`src/rtl/rv32_mod_mem_arbiter.sv`:
```
// Memory bus arbiter: shares one bus between instruction fetch (I) and load/store (D), D has priority.
// Optional bus timeout abort is built when RV32_MEM_ARB_TIMEOUT_EN is defined.
module rv32_mod_mem_arbiter #(
    parameter int ADDR_W  = 32,
    parameter int TIMEOUT = 255
) (
    input  logic              clk,
    input  logic              rst,
    input  logic              i_req,
    input  logic [ADDR_W-1:0] i_addr,
    output logic              i_ack,
    output logic [31:0]       i_rdata,
    output logic              i_err,
    input  logic              d_req,
    input  logic [ADDR_W-1:0] d_addr,
    input  logic              d_wr,
    input  logic [2:0]        d_type,
    input  logic [31:0]       d_wdata,
    output logic              d_ack,
    output logic [31:0]       d_rdata,
    output logic              d_err,
    output logic              bus_req,
    output logic [ADDR_W-1:0] bus_addr,
    output logic              bus_wr,
    output logic [3:0]        bus_be,
    output logic [31:0]       bus_wdata,
    input  logic              bus_ack,
    input  logic [31:0]       bus_rdata,
    input  logic              bus_err
);

    typedef enum logic [1:0] {
        IDLE  = 2'd0,
        BUS_I = 2'd1,
        BUS_D = 2'd2,
        RESP  = 2'd3
    } state_t;

    state_t      state_r, state_n;
    logic [1:0]  off_r;
    logic [2:0]  type_r;
    logic        d_bad_s;
    logic [3:0]  d_be_s;
    logic [31:0] d_wdata_s;
    logic [31:0] lane_s;
    logic [31:0] load_ext_s;
    logic        abort_s;

`ifdef RV32_MEM_ARB_TIMEOUT_EN
    logic [15:0] cnt_r;

    assign abort_s = (cnt_r == 16'(TIMEOUT - 1)) && !bus_ack;

    // Bus wait counter: zero while idle so it starts fresh in every bus phase
    always_ff @(posedge clk or posedge rst) begin
        if (rst) begin
            cnt_r <= 16'd0;
        end else if (state_r == IDLE) begin
            cnt_r <= 16'd0;
        end else if ((state_r == BUS_I || state_r == BUS_D) && !bus_ack) begin
            cnt_r <= cnt_r + 16'd1;
        end else begin
            cnt_r <= cnt_r;
        end
    end
`else
    logic unused_timeout_s;
    assign unused_timeout_s = ^TIMEOUT;
    assign abort_s          = 1'b0;
`endif

    // D-port decode: byte enables, lane-replicated store data, alignment/type legality
    always_comb begin
        d_be_s    = 4'b0000;
        d_wdata_s = 32'h0000_0000;
        d_bad_s   = 1'b0;
        case (d_type[1:0])
            2'b00: begin
                d_be_s    = 4'b0001 << d_addr[1:0];
                d_wdata_s = {4{d_wdata[7:0]}};
            end
            2'b01: begin
                d_be_s    = 4'b0011 << d_addr[1:0];
                d_wdata_s = {2{d_wdata[15:0]}};
                d_bad_s   = d_addr[0];
            end
            2'b10: begin
                d_be_s    = 4'b1111;
                d_wdata_s = d_wdata;
                d_bad_s   = (d_addr[1:0] != 2'b00) || d_type[2];
            end
            default: begin
                d_bad_s = 1'b1;
            end
        endcase
    end

    // Load lane select and sign/zero extension using the latched offset and type
    always_comb begin
        lane_s     = bus_rdata >> {off_r, 3'b000};
        load_ext_s = bus_rdata;
        case (type_r[1:0])
            2'b00:   load_ext_s = type_r[2] ? {24'h000000, lane_s[7:0]}
                                            : {{24{lane_s[7]}}, lane_s[7:0]};
            2'b01:   load_ext_s = type_r[2] ? {16'h0000, lane_s[15:0]}
                                            : {{16{lane_s[15]}}, lane_s[15:0]};
            default: load_ext_s = bus_rdata;
        endcase
    end

    // Next-state logic
    always_comb begin
        state_n = state_r;
        case (state_r)
            IDLE: begin
                if (d_req) begin
                    state_n = d_bad_s ? RESP : BUS_D;
                end else if (i_req) begin
                    state_n = (i_addr[1:0] != 2'b00) ? RESP : BUS_I;
                end else begin
                    state_n = IDLE;
                end
            end
            BUS_I, BUS_D: begin
                if (bus_ack || abort_s) begin
                    state_n = RESP;
                end else begin
                    state_n = state_r;
                end
            end
            RESP:    state_n = IDLE;
            default: state_n = IDLE;
        endcase
    end

    // State register, registered bus signals and one-cycle port responses
    always_ff @(posedge clk or posedge rst) begin
        if (rst) begin
            state_r   <= IDLE;
            off_r     <= 2'b00;
            type_r    <= 3'b000;
            i_ack     <= 1'b0;
            i_rdata   <= 32'h0000_0000;
            i_err     <= 1'b0;
            d_ack     <= 1'b0;
            d_rdata   <= 32'h0000_0000;
            d_err     <= 1'b0;
            bus_req   <= 1'b0;
            bus_addr  <= '0;
            bus_wr    <= 1'b0;
            bus_be    <= 4'b0000;
            bus_wdata <= 32'h0000_0000;
        end else begin
            state_r <= state_n;
            i_ack   <= 1'b0;
            i_rdata <= 32'h0000_0000;
            i_err   <= 1'b0;
            d_ack   <= 1'b0;
            d_rdata <= 32'h0000_0000;
            d_err   <= 1'b0;
            case (state_r)
                IDLE: begin
                    if (d_req) begin
                        off_r  <= d_addr[1:0];
                        type_r <= d_type;
                        if (d_bad_s) begin
                            d_ack <= 1'b1;
                            d_err <= 1'b1;
                        end else begin
                            bus_req   <= 1'b1;
                            bus_addr  <= {d_addr[ADDR_W-1:2], 2'b00};
                            bus_wr    <= d_wr;
                            bus_be    <= d_be_s;
                            bus_wdata <= d_wr ? d_wdata_s : 32'h0000_0000;
                        end
                    end else if (i_req) begin
                        if (i_addr[1:0] != 2'b00) begin
                            i_ack <= 1'b1;
                            i_err <= 1'b1;
                        end else begin
                            bus_req   <= 1'b1;
                            bus_addr  <= {i_addr[ADDR_W-1:2], 2'b00};
                            bus_wr    <= 1'b0;
                            bus_be    <= 4'b1111;
                            bus_wdata <= 32'h0000_0000;
                        end
                    end
                end
                BUS_I, BUS_D: begin
                    if (bus_ack || abort_s) begin
                        bus_req   <= 1'b0;
                        bus_addr  <= '0;
                        bus_wr    <= 1'b0;
                        bus_be    <= 4'b0000;
                        bus_wdata <= 32'h0000_0000;
                        if (state_r == BUS_D) begin
                            d_ack   <= 1'b1;
                            d_err   <= abort_s | bus_err;
                            d_rdata <= (abort_s || bus_wr) ? 32'h0000_0000 : load_ext_s;
                        end else begin
                            i_ack   <= 1'b1;
                            i_err   <= abort_s | bus_err;
                            i_rdata <= abort_s ? 32'h0000_0000 : bus_rdata;
                        end
                    end
                end
                default: begin
                end
            endcase
        end
    end

endmodule

```
`config.mk`:
```
export PLATFORM = sky130hd
export DESIGN_NAME = rv32_mod_mem_arbiter
export DESIGN_NICKNAME = d
export VERILOG_FILES = /design/src/rtl/rv32_mod_mem_arbiter.sv
export SDC_FILE = /design/constraint.sdc
export NUM_CORES = 1
export LEC_CHECK = 0
export ABC_AREA = 1
export ABC_CLOCK_PERIOD_IN_PS = 8000
export BUFFER_PORTS_ARGS = -buffer_cell sky130_fd_sc_hd__clkbuf_2
export CAP_MARGIN = 20
export CORE_UTILIZATION = 52
export DETAILED_ROUTE_END_ITERATION = 7
export GPL_TIMING_DRIVEN = 0
export PLACE_DENSITY = 0.86
export SLEW_MARGIN = 20
export SYNTH_ARGS = -nofsm -noshare
export SYNTH_HDL_FRONTEND = slang
export SYNTH_SLANG_ARGS = --single-unit
```
`constraint.sdc`:
```
create_clock -name clk -period 8 [get_ports clk]
set_clock_uncertainty 0.15 [all_clocks]
set_input_delay 1.6 -clock clk [delete_from_list [all_inputs] [get_ports clk]]
set_output_delay 1.6 -clock clk [all_outputs]
set_load 0.01 [all_outputs]
```
==> metrics.txt <==
status finished clean; vias in the first global route 6381; Final ANT Viol Nets 0; final hold vios 0; layout cells sized above 1 roughly 33%; max-cap violation count 0; maximum VDD drop 0.220 mV; Yosys warnings 0; total global routing overflow 0; area delta synth->final 33.5%; most used cell, CP nand2_1; CTS Buf Count 17; crit path DAT roughly 3 ns; CTS clk-pin slew, worst paths roughly 0.060 ns; Worst-Margin Slew around 0.67 ns; setup TNS 0 ns; Final GP Congestion approximately 0.94; Root Buffer Master clkbuf_16; Setup crit start kind input port; placed inst area 8300 µm²; Worst Setup End Kind flop; drc violations 0; mux contribution to synthesized area 0%; wire length after detailed routing a little over 20000 µm; GRT Util Overall approximately a third; H-tree level count 4; crit-path cells clkbuf_2, inv_2, nor2_4, nand2_1, nand2_1, nand2_1, nand3_2, clkbuf_1, o21ai_0; synthesized area roughly 6700 µm²; Die W roughly 120 µm; count of cell types in the netlist 28; Max Slew Vio Count 0; mean routed wirelength per cell ~16 µm; core area roughly 13000 µm²; Initial DRC Count between 500 and 600; Fillers roughly 1.0k; placed wire-length estimate roughly 15000 µm; crit path kind in -> reg; Fmax around 340 MHz; initial core utilization a little over half; DIE AREA roughly 13000 µm²; chip height between 100 and 150 µm; RSZ-0062 raised after global routing no; Slowest-stage cell, CP clkbuf_1; Post-Syn Area per Cell 8.36 µm²; first-pass GRT wire length approximately 32000 µm; Slew HR 55.5%; antenna cell count 0; clock tree from TritonCTS done; complex-gate fraction of the synthesized area around 16%; Post-CTS Setup Inserts 0; Row Count 41; largest family of logic cells by synthesized area simple AND/OR/NAND/NOR gates; Initial DRT Pass Iterations 6; placed insts roughly 1.2k; largest net degree at the start of global routing 110; Sink Count ~140; Hold Worst Slack 0.337 ns; Post-layout nets roughly 1.2k; initial antenna violation count 0; Final min period about 2.9 ns; Post-Syn Instances between 700 and 800; Post-CTS Hold Buffers 0; Vias 6786; Simple-Gate Fraction of Synth Area approximately 23%; period utilization a little over a third; Via-to-Cell Ratio between 5 and 6; # IOs around 280; fin area roughly 8900 µm²; PortBufs approximately 270; Seq/Total Area, Yosys 53.6%; cts repair resizes 0; crit-path max FO 10; Clock Path Buffers 2; post-layout util a little under three quarters; adder-cell share of the synthesized area less than 1%; Required @ worst endpoint approximately 8 ns; post-synthesis xor/xnor area fraction 0%; pwr dens around 370 nW/µm²; Final Instance Count excl. Fillers between 1k and 1.5k; Final setup viols 0; Hold WC Path Type reg -> reg; Worst-Skew Late Latency between 0.4 and 0.5 ns; Largest stage delay, worst path 0.37 ns; FF+latch count, synth ~140; LEAKAGE approximately 4.8 nW
## cell usage in the layout (no fill, tap or decap), types with 2 or more instances in the layout
master        n
inv_2         3
dfrtp_1     143
clkbuf_1     38
nand3_2       2
o21ai_0      83
ha_1          3
nand2_1     161
clkinvlp_4    2
o21ai_1      33
o211ai_1     30
a21oi_1      35
nand4_1      17
buf_2        11
buf_4         3
buf_6         5
nand3_1      46
or2_2        32
clkbuf_16    17
inv_1        46
nor2_1       93
o32ai_1       7
clkbuf_8      2
buf_1         2
conb_1        2
clkinv_2      3
clkbuf_2    273
bufinv_16     4
## report_power, final
part           internal [W]  switching, W
clock network      0.000537      0.000301
registers          0.000946      0.000117
logic              0.000484      0.000937
total               0.00197       0.00136
## through the flow
stage	worst slack, ns	total power (W)
finish	5.08	0.00332
global route	4.90	0.00354
CTS	5.10	0.00332
detailed placement	4.66	0.00248
global placement	1.04	0.00245
floorplan	2.41	0.00194
## worst paths after layout
kind                                   start      endpoint  slack [ns]  cells past startpoint
max in group asynchronous                rst     bus_be[3]        5.91                      3
worst min-delay path            bus_addr[20]  bus_addr[20]        0.34                      2
worst max-delay path               d_type[1]  bus_addr[17]        5.08                      9
worst min register to register  bus_addr[20]  bus_addr[20]        0.34                      2
worst max register to register    state_r[1]  bus_wdata[8]        5.65                      7
min in group asynchronous                rst  bus_addr[16]        0.98                      2
## cells in the mapped netlist (all sizes together)
library cell  instances  area share [%]
o21ai               116             8.7
clkinv                1           0.056
or2                  32             3.0
nand3                48             3.7
conb                  1           0.056
nand2               161             9.0
inv                  50             2.8
ha                    3            0.56
o22ai                 1           0.094
nor2                 94             5.4
clkbuf               36             2.0
nand4                17             1.6
o211ai               30             3.4
dfrtp               143              54
buf                  21             2.1
o32ai                 7            0.92
a21oi                35             2.6
a31oi                 1           0.094
nor3                  2            0.22
## per-layer routing
| metal | track usage [%] | vias up | routed length (µm) |
|---|---|---|---|
| met5 | 0 | - | 0 |
| met4 | 14.4 | 0 | 638 |
| met3 | 7.54 | 59 | 1700 |
| met2 | 55.1 | 385 | 10100 |
| met1 | 38.0 | 3110 | 7910 |
| li1 | - | 3232 | - |
## worst max-delay path, delay by kind of cell
kind	cells	cell delay, ns
AOI/OAI and AO/OA	1	0.14
buffers and inverters	3	0.65
and+or+nand+nor	5	0.68
## logic make-up after synthesis
logic type	Yosys count
adder cells (fa/ha/maj)	3
AO/OA/AOI/OAI	190
AND/OR/NAND/NOR	354
other	1
buffers and inverters	108
flip-flops	143
## sequential cells by signal, summed over array words and instances (netlist names)
register,cells
bus_wdata,32
bus_wr,1
i_rdata,32
d_rdata,32
i_ack,1
bus_be,4
type_r,3
i_err,1
state_r,2
bus_req,1
d_err,1
off_r,2
d_ack,1
bus_addr,30
## area by class of cell
class | instances | area (µm²) | area share, %
well taps | 172 | 215 | 2.41
plain buffers | 57 | 278 | 3.11
flip-flops and latches | 143 | 3580 | 40.1
repair buffers | 273 | 1390 | 15.6
clock buffers | 22 | 464 | 5.20
clock inverters | 10 | 159 | 1.78
multi-input cells | 549 | 2640 | 29.6
inverters | 51 | 199 | 2.23
Note: power is estimated with default switching activity, not from simulation.
